**src/rtl/resolution_overlay_ctrl.sv**
```systemverilog
// Glyph-ROM sequencer: prefetches one ROM line per raster row and serialises it MSB first into an overlay pixel.
// Optional macro RES_OVL_CHANGE_HOLD_EN suppresses the overlay for HOLD_FRAMES frames after a mode change.
`ifndef RESLINE_SIZE
`define RESLINE_SIZE 8
`endif

module resolution_overlay_ctrl #(
  parameter int LINE_W      = `RESLINE_SIZE,
  parameter int CNT_W       = 12,
  parameter int MODE_W      = 4,
  parameter int X_START     = 32,
  parameter int Y_START     = 32,
  parameter int SCALE_LOG2  = 0,
  parameter int HOLD_FRAMES = 2
) (
  input  logic              clock,
  input  logic              reset,
  input  logic              frame_start,
  input  logic [CNT_W-1:0]  xpos,
  input  logic [CNT_W-1:0]  ypos,
  input  logic [MODE_W-1:0] mode_id_in,
  output logic [MODE_W-1:0] rom_mode_id,
  output logic [3:0]        rom_addr,
  input  logic [LINE_W-1:0] rom_q,
  output logic              ovl_active,
  output logic              ovl_px
);

  typedef enum logic [2:0] {IDLE, FETCH, LOAD, SHIFT, DONE} state_t;

  localparam int               BIT_W    = $clog2(LINE_W + 1);
  localparam logic [CNT_W-1:0] X_TRIG   = CNT_W'(X_START - 3);
  localparam logic [CNT_W-1:0] Y_FIRST  = CNT_W'(Y_START);
  localparam logic [2:0]       REP_LAST = 3'((1 << SCALE_LOG2) - 1);
  localparam logic [BIT_W-1:0] BIT_LAST = BIT_W'(LINE_W - 1);

  state_t            state, state_nxt;
  logic [LINE_W-1:0] sreg, sreg_nxt;
  logic [BIT_W-1:0]  bit_cnt, bit_cnt_nxt;
  logic [2:0]        rep_cnt, rep_cnt_nxt;
  logic [3:0]        rom_addr_nxt;
  logic              active_nxt, px_nxt;
  logic [CNT_W-1:0]  xpos_prev, row_off, glyph_row;
  logic              in_box, x_back, in_flight, suppress;

  assign row_off   = ypos - Y_FIRST;
  assign glyph_row = row_off >> SCALE_LOG2;
  assign in_box    = (ypos >= Y_FIRST) && (glyph_row < CNT_W'(16));
  // A falling column count means the raster restarted the line under us
  assign x_back    = xpos < xpos_prev;
  assign in_flight = (state == FETCH) || (state == LOAD) || (state == SHIFT);

`ifdef RES_OVL_CHANGE_HOLD_EN
  localparam int HOLD_W = (HOLD_FRAMES > 0) ? $clog2(HOLD_FRAMES + 1) : 1;
  logic [HOLD_W-1:0] hold_cnt;

  always_ff @(posedge clock or posedge reset) begin
    if (reset) begin
      hold_cnt <= '0;
    end else if (frame_start) begin
      if (mode_id_in != rom_mode_id)
        hold_cnt <= HOLD_W'(HOLD_FRAMES);
      else if (hold_cnt != '0)
        hold_cnt <= hold_cnt - 1'b1;
    end
  end

  assign suppress = (hold_cnt != '0);
`else
  assign suppress = 1'b0;
`endif

  always_comb begin
    state_nxt    = state;
    sreg_nxt     = sreg;
    bit_cnt_nxt  = bit_cnt;
    rep_cnt_nxt  = rep_cnt;
    rom_addr_nxt = rom_addr;
    active_nxt   = 1'b0;
    px_nxt       = 1'b0;
    if (frame_start) begin
      state_nxt = IDLE;
    end else if (x_back && in_flight) begin
      state_nxt = IDLE;
    end else begin
      case (state)
        IDLE: begin
          if ((xpos == X_TRIG) && in_box) begin
            rom_addr_nxt = glyph_row[3:0];
            state_nxt    = FETCH;
          end
        end
        FETCH: state_nxt = LOAD;
        LOAD: begin
          sreg_nxt    = rom_q;
          bit_cnt_nxt = '0;
          rep_cnt_nxt = '0;
          state_nxt   = SHIFT;
        end
        SHIFT: begin
          active_nxt = 1'b1;
          px_nxt     = sreg[LINE_W-1];
          // Each glyph bit is replicated until the repeat counter wraps
          if (rep_cnt == REP_LAST) begin
            rep_cnt_nxt = '0;
            sreg_nxt    = sreg << 1;
            bit_cnt_nxt = bit_cnt + 1'b1;
            if (bit_cnt == BIT_LAST)
              state_nxt = DONE;
          end else begin
            rep_cnt_nxt = rep_cnt + 1'b1;
          end
        end
        DONE: begin
          if (xpos < X_TRIG)
            state_nxt = IDLE;
        end
        default: state_nxt = IDLE;
      endcase
    end
  end

  always_ff @(posedge clock or posedge reset) begin
    if (reset) begin
      state       <= IDLE;
      sreg        <= '0;
      bit_cnt     <= '0;
      rep_cnt     <= '0;
      rom_addr    <= '0;
      rom_mode_id <= '0;
      ovl_active  <= 1'b0;
      ovl_px      <= 1'b0;
      xpos_prev   <= '0;
    end else begin
      state      <= state_nxt;
      sreg       <= sreg_nxt;
      bit_cnt    <= bit_cnt_nxt;
      rep_cnt    <= rep_cnt_nxt;
      rom_addr   <= rom_addr_nxt;
      ovl_active <= active_nxt && !suppress;
      ovl_px     <= px_nxt && !suppress;
      xpos_prev  <= xpos;
      if (frame_start)
        rom_mode_id <= mode_id_in;
    end
  end

endmodule

```
**config.mk**
```make
export PLATFORM = sky130hd
export DESIGN_NAME = resolution_overlay_ctrl
export DESIGN_NICKNAME = d
export VERILOG_FILES = /design/src/rtl/resolution_overlay_ctrl.sv
export SDC_FILE = /design/constraint.sdc
export NUM_CORES = 1
export LEC_CHECK = 0
export CAP_MARGIN = 25
export CORE_AREA = 2 2 95 51
export DETAILED_ROUTE_END_ITERATION = 6
export DIE_AREA = 0 0 97 53
export PLACE_DENSITY = 0.82
export SLEW_MARGIN = 25
export SYNTH_ARGS = -nofsm -noshare
export SYNTH_HDL_FRONTEND = slang
export SYNTH_SLANG_ARGS = --single-unit
```
**constraint.sdc**
```tcl
create_clock -name clock -period 3.04 [get_ports clock]
set_input_delay 0.608 -clock clock [delete_from_list [all_inputs] [get_ports clock]]
set_output_delay 0.608 -clock clock [all_outputs]
set_load 0.1 [all_outputs]
```
# Yosys cells after proc, flatten, opt, wreduce, memory -nomap -nowiden
# Index checks and enable logic that the tools add are counted.
[classes] add_sub_neg=3 n_eq_ne=11 shifts=0 n_bitwise=2 n_div=0 reduce_logical=12 magnitude_cmp=4 mux=19 mul=0
[op_table] operator="$lt A12 B5 Y1 const B" n=2
[op_table] operator="$mux W3" n=7
[op_table] operator="$pmux W8 S2" n=1
[op_table] operator="$pmux W3 S5" n=1
[op_table] operator="$eq A12 B5 Y1 const B" n=1
[op_table] operator="$ge A12 B6 Y1 const B" n=1
[op_table] operator="$lt A12 B12 Y1" n=1
[op_table] operator="$reduce_and A4 Y1" n=3
[op_table] operator="$sub A12 B6 Y12 const B" n=1
[op_table] operator="$mux W8" n=1
[op_table] operator="$ne A4 B2 Y1 const B" n=2
[op_table] operator="$ne A4 B4 Y1 const B" n=2
[op_table] operator="$pmux W4 S2" n=1
[op_table] operator="$eq A3 B2 Y1 const B" n=2
[op_table] operator="$logic_not A3 Y1" n=2
[op_table] operator="$mux W1" n=6
[op_table] operator="$pmux W3 S2" n=1
[op_table] operator="$add A4 B1 Y4 const B" n=1
[op_table] operator="$eq A4 B3 Y1 const B" n=1
[op_table] operator="$mux W4" n=1
[op_table] operator="$add A3 B1 Y3 const B" n=1
[op_table] operator="$eq A3 B1 Y1 const B" n=1
[op_table] operator="$eq A3 B3 Y1 const B" n=1
[op_table] operator="$logic_and A1 B1 Y1" n=3
[op_table] operator="other kinds (5)" n=7
[word_totals] inputBits=39 rom_bits=0 ff_bits=40 wordCells=60 mem_bits_rw=0 latchBits=0 memories=0

# Longest topological paths before layout
[depth] word_depth=8 depth_mapped=8 mapped_depth_nobuf=7

# Worst setup path after synthesis
# OpenSTA, ideal clock, no wires.
[synth_timing] kind="input -> register" from="input xpos[11]" to="register bit_cnt[0]" path_stages=7 setup_time_ns=0.125 path_buffers=1 setup_slack_ns=0.338 t_arrival_ns=2.577 path_cell_list="ha_1 > nand4_1 > a211o_1 > or3_1 > buf_6 > a211oi_4 > mux2_2"
[synth_between] elab_chain_cells=4
[synth_lines] element="start: declaration" line="19" rtl="input logic [CNT_W-1:0] xpos,"
[synth_lines] element="$lt A12 B12 Y1" line="50" rtl="assign x_back = xpos < xpos_prev;"
[synth_lines] element="$logic_and A1 B1 Y1" line="83" rtl="end else if (x_back && in_flight) begin"
[synth_lines] element="$not A1 Y1 (no source line)"
[synth_lines] element="$reduce_and A4 Y1 (no source line)"
[synth_lines] element="end signal: assignment" line="137" rtl="bit_cnt <= bit_cnt_nxt;"
[synth_lines] element="end: declaration" line="39" rtl="logic [BIT_W-1:0] bit_cnt, bit_cnt_nxt;"
# No other way between the ends.
# A chain may end at the register's enable or synchronous reset.

# Final worst setup path
[layout_timing] from="input xpos[11]" to="register sreg[6]"
[layout_between] elab_chain_cells=4
[layout_lines] element="$lt A12 B12 Y1" line="50"
[layout_lines] element="$logic_and A1 B1 Y1" line="83"
[layout_lines] element="$not A1 Y1 (no source line)"
[layout_lines] element="$reduce_and A4 Y1 (no source line)"
[layout_lines] element="end signal: assignment" line="136" rtl="sreg <= sreg_nxt;"
[layout_lines] element="end: declaration" line="38" rtl="logic [LINE_W-1:0] sreg, sreg_nxt;"
# No other way between the ends.

==> impl_summary.txt <==
----------------------------------------------------
[Logic synthesis]
  Part of the Yosys area used for sequential elements ... 0.4884
  Synth Warn # ... 0
  Count of mapped cells out of synthesis ... 180
  Register bit count reported by yosys ... 40
  Mean instance size in the synthesized netlist ... 11.39 um^2
  Netlist cell types ... 40
  Syn Nets ... 234
  Cell Area, Synth ... 2049 um^2

[Timing]
  Hold Fails Final Rpt ... 0
  Share of the clock period used by the worst path after layout ... 0.9424
  Worst clock skew ... 0.004508 ns
  Max Fclk ... 349.1 MHz
  Setup repair after global routing missed its margin ... false
  Hold Worst Slack ... 0.5084 ns
  Max-slew violations ... 0
  Final number of setup-violating endpoints ... 0
  Transition at the pin with the smallest max-transition slack ... 0.4948 ns
  Tmin final ... 2.865 ns
  Worst slew margin ... 0.6701

[Finish]
  Layout Cells excl Fill ... 305
  Post-route cell area ... 2770 um^2
  Nets@finish ... 302
  Growth of design area from synthesis to finish ... 35.16%
  Final core area utilization ... 0.6479
  Proportion of layout cells with a drive suffix above 1 ... 0.2460
  Number of diodes added for antenna fixing ... 0

[Route]
  Drt via density ... 5.066
  Starting DRT DRC Count ... 55
  DRT antenna net count ... 0
  Length of the first detailed-routing pass in iterations ... 4
  Routed wire length per instance ... 13.99 um
  Count of vias placed by the detailed router ... 1545
  DRC errors left ... 0
  Final Routed Wirelength ... 4268 um

[Floorplan]
  Y dimension of the die ... 53 um
  Std cell rows ... 17
  Core outline area ... 4275 um^2
  Die extent in x ... 97 um
  Initial Utilization ... 0.4794
  Area of the die ... 5141 um^2
  Number of primary I/O pins ... 49

[Global routing]
  Maximum number of pins on one net before global-route repair ... 41
  Initial antenna violation count ... 0
  Global-route wire length before repair ... 7638 um
  Via count of the first global-routing pass ... 1693
  Overflow left after global routing ... 0
  GRT Overall Usage ... 0.1917

[Placed design]
  Cell Count Post-Placement ... 298
  DP Wirelength ... 3308 um
  Post-DP Area ... 2693 um^2
  Number of port buffers ... 48
  Gpl congestion ... 0.7909

[CTS]
  Num CTS Buffers ... 5
  CTS tree ... built
  Clock transition at path regs ... 0.07 ns
  Maximum buffer depth of the clock tree ... 2
  CTS-repair resized insts ... 0
  Skew-Pair Late Insertion Delay ... 0.29 ns
  Post-CTS setup repair buffer count ... 0
  Clock sink total ... 40
  Count of H-tree levels built during CTS ... 2
  Number of buffers inserted by hold repair at cts ... 0
  Root buffer cell ... sky130_fd_sc_hd__clkbuf_8

[Run]
  Reported max-cap violation count ... 0

[Power and ir drop]
  Maximum vdd ir drop ... 291.3 uV
  Leak ... 1.293 nW
  Total power density per cell area ... 465.8 nW/um^2
  Total power draw ... 1.290 mW

[Outcome]
  Outcome ... completed

[Setup path]
  Category of the critical setup timing path ... in2reg
  Largest fanout on the critical path ... 10
  Data required time at the worst endpoint ... 3.21 ns
  Critical path arrival ... 3.04 ns
  Kind of start point of the critical path ... input pin
  Setup crit end kind ... flip-flop

[Worst hold path]
  Type of the worst min-delay path ... reg2reg

----------------------------------------------------
-- logic make-up after synthesis --
group,synth area share
AND/OR/NAND/NOR,0.1300
adder cells (fa/ha/maj),0.09158
flip-flops,0.4884
buffers and inverters,0.05189
multiplexers,0.1361
AO/OA/AOI/OAI,0.08914
XOR/XNOR,0.01282
-- final timing paths --
check | cells after the start | slack [ns] | start | to
setup reg to reg | 8 | 0.58 | xpos_prev[11]$_DFF_PP0_ | sreg[6]$_DFFE_PP0P_
hold / removal | 1 | 0.51 | sreg[6]$_DFFE_PP0P_ | sreg[6]$_DFFE_PP0P_
setup / recovery | 8 | 0.18 | xpos[11] | sreg[6]$_DFFE_PP0P_
min in group asynchronous | 3 | 0.75 | reset | rom_mode_id[0]$_DFFE_PP0P_
max in group asynchronous | 3 | 1.94 | reset | bit_cnt[0]$_DFFE_PP0P_
hold reg to reg | 1 | 0.51 | sreg[6]$_DFFE_PP0P_ | sreg[6]$_DFFE_PP0P_
-- routing by layer --
metal / vias to the layer above / GRT usage / share of wire
met2: 43 / 0.3137 / 0.43
met1: 720 / 0.2467 / 0.48
li1: 777 / - / -
met4: 0 / 0.04225 / 0.0061
met3: 5 / 0.07266 / 0.075
met5: - / 0 / 0
-- worst max-delay path: stages --
cell and delay [ns]:
sky130_fd_sc_hd__clkdlybuf4s50_1 0.43, sky130_fd_sc_hd__ha_1 0.33, sky130_fd_sc_hd__nand4_1 0.17, sky130_fd_sc_hd__a211o_1 0.29
sky130_fd_sc_hd__or3_1 0.43, sky130_fd_sc_hd__a211oi_4 0.29, sky130_fd_sc_hd__buf_12 0.16, sky130_fd_sc_hd__mux2_2 0.33
-- registers in the layout (all words and copies together) (netlist names) --
| signal | cells |
|---|---|
| xpos_prev | 12 |
| sreg | 8 |
| bit_cnt | 4 |
| rom_addr | 4 |
| rom_mode_id | 4 |
| rep_cnt | 3 |
| state | 3 |
| ovl_active | 1 |
| ovl_px | 1 |
-- cells in the final DEF (no fill, tap or decap), types with 2 or more instances in the layout --
cell type,synthesis,layout
sky130_fd_sc_hd__nand4_1,2,2
sky130_fd_sc_hd__buf_4,0,26
sky130_fd_sc_hd__clkbuf_8,0,5
sky130_fd_sc_hd__mux2_2,23,23
sky130_fd_sc_hd__or3_1,2,2
sky130_fd_sc_hd__nor2b_1,2,2
sky130_fd_sc_hd__a32o_1,2,2
sky130_fd_sc_hd__a221o_2,2,2
sky130_fd_sc_hd__nor4_1,5,5
sky130_fd_sc_hd__o211ai_1,2,2
sky130_fd_sc_hd__ha_1,15,15
sky130_fd_sc_hd__nand2b_1,2,2
sky130_fd_sc_hd__clkdlybuf4s50_1,0,38
sky130_fd_sc_hd__dfrtp_1,40,40
sky130_fd_sc_hd__nor3_1,5,5
sky130_fd_sc_hd__inv_1,22,22
sky130_fd_sc_hd__xor2_1,2,2
sky130_fd_sc_hd__mux2i_1,2,2
sky130_fd_sc_hd__a21oi_1,4,4
sky130_fd_sc_hd__nand2_1,12,12
sky130_fd_sc_hd__or4_1,2,2
sky130_fd_sc_hd__o21ai_0,3,3
sky130_fd_sc_hd__nor2_1,10,10
-- through the flow --
stage	setup slack, ns	TNS, ns
detailed placement	-0.1059	-0.9798
finish	0.1752	0
global placement	-0.06528	-0.5888
global route	0.04634	0
CTS	0.1625	0
floorplan	0.3383	0
-- power breakdown --
| part | switching [mW] | internal, mW |
|---|---|---|
| Clock | 0.173 | 0.156 |
| Combinational | 0.164 | 0.150 |
| Sequential | 0.0433 | 0.604 |
| Total | 0.381 | 0.909 |
-- synthesized netlist by cell type (all sizes together) --
cell type | number | share of area
dfrtp | 40 | 0.49
mux2 | 23 | 0.13
inv | 22 | 0.040
ha | 15 | 0.092
nand2 | 12 | 0.022
nor2 | 10 | 0.018
nor4 | 6 | 0.021
a21oi | 5 | 0.014
nor3 | 5 | 0.012
o21ai | 3 | 0.0073
a221o | 2 | 0.011
a32o | 2 | 0.0098
buf | 2 | 0.0079
clkbuf | 2 | 0.0037
mux2i | 2 | 0.0098
nand2b | 2 | 0.0061
nand4 | 2 | 0.0061
nor2b | 2 | 0.0061
o211ai | 2 | 0.0073
or3 | 2 | 0.0061
or4 | 2 | 0.0073
xor2 | 2 | 0.0085
a2111oi | 1 | 0.0043
a211o | 1 | 0.0043
a211oi | 1 | 0.0098
a221oi | 1 | 0.0043
a22o | 1 | 0.0043
a32oi | 1 | 0.0043
and4b | 1 | 0.0049
nand3 | 1 | 0.0024
nand3b | 1 | 0.0037
nor3b | 1 | 0.0037
nor4b | 1 | 0.0043
o2111ai | 1 | 0.0043
o2bb2ai | 1 | 0.0043
or4bb | 1 | 0.0055
xnor2 | 1 | 0.0043
-- cell type report --
| cell class | instances | area (um^2) |
|---|---|---|
| fill | 337 | 1505 |
| sequential | 40 | 1001 |
| multi-input combinational | 114 | 942.2 |
| timing repair buffer | 65 | 595.6 |
| inverter | 22 | 82.58 |
| clock buffer | 6 | 72.57 |
| tap | 57 | 71.32 |
| clock inverter | 1 | 5.005 |
Power figures use the tool's default switching activity.
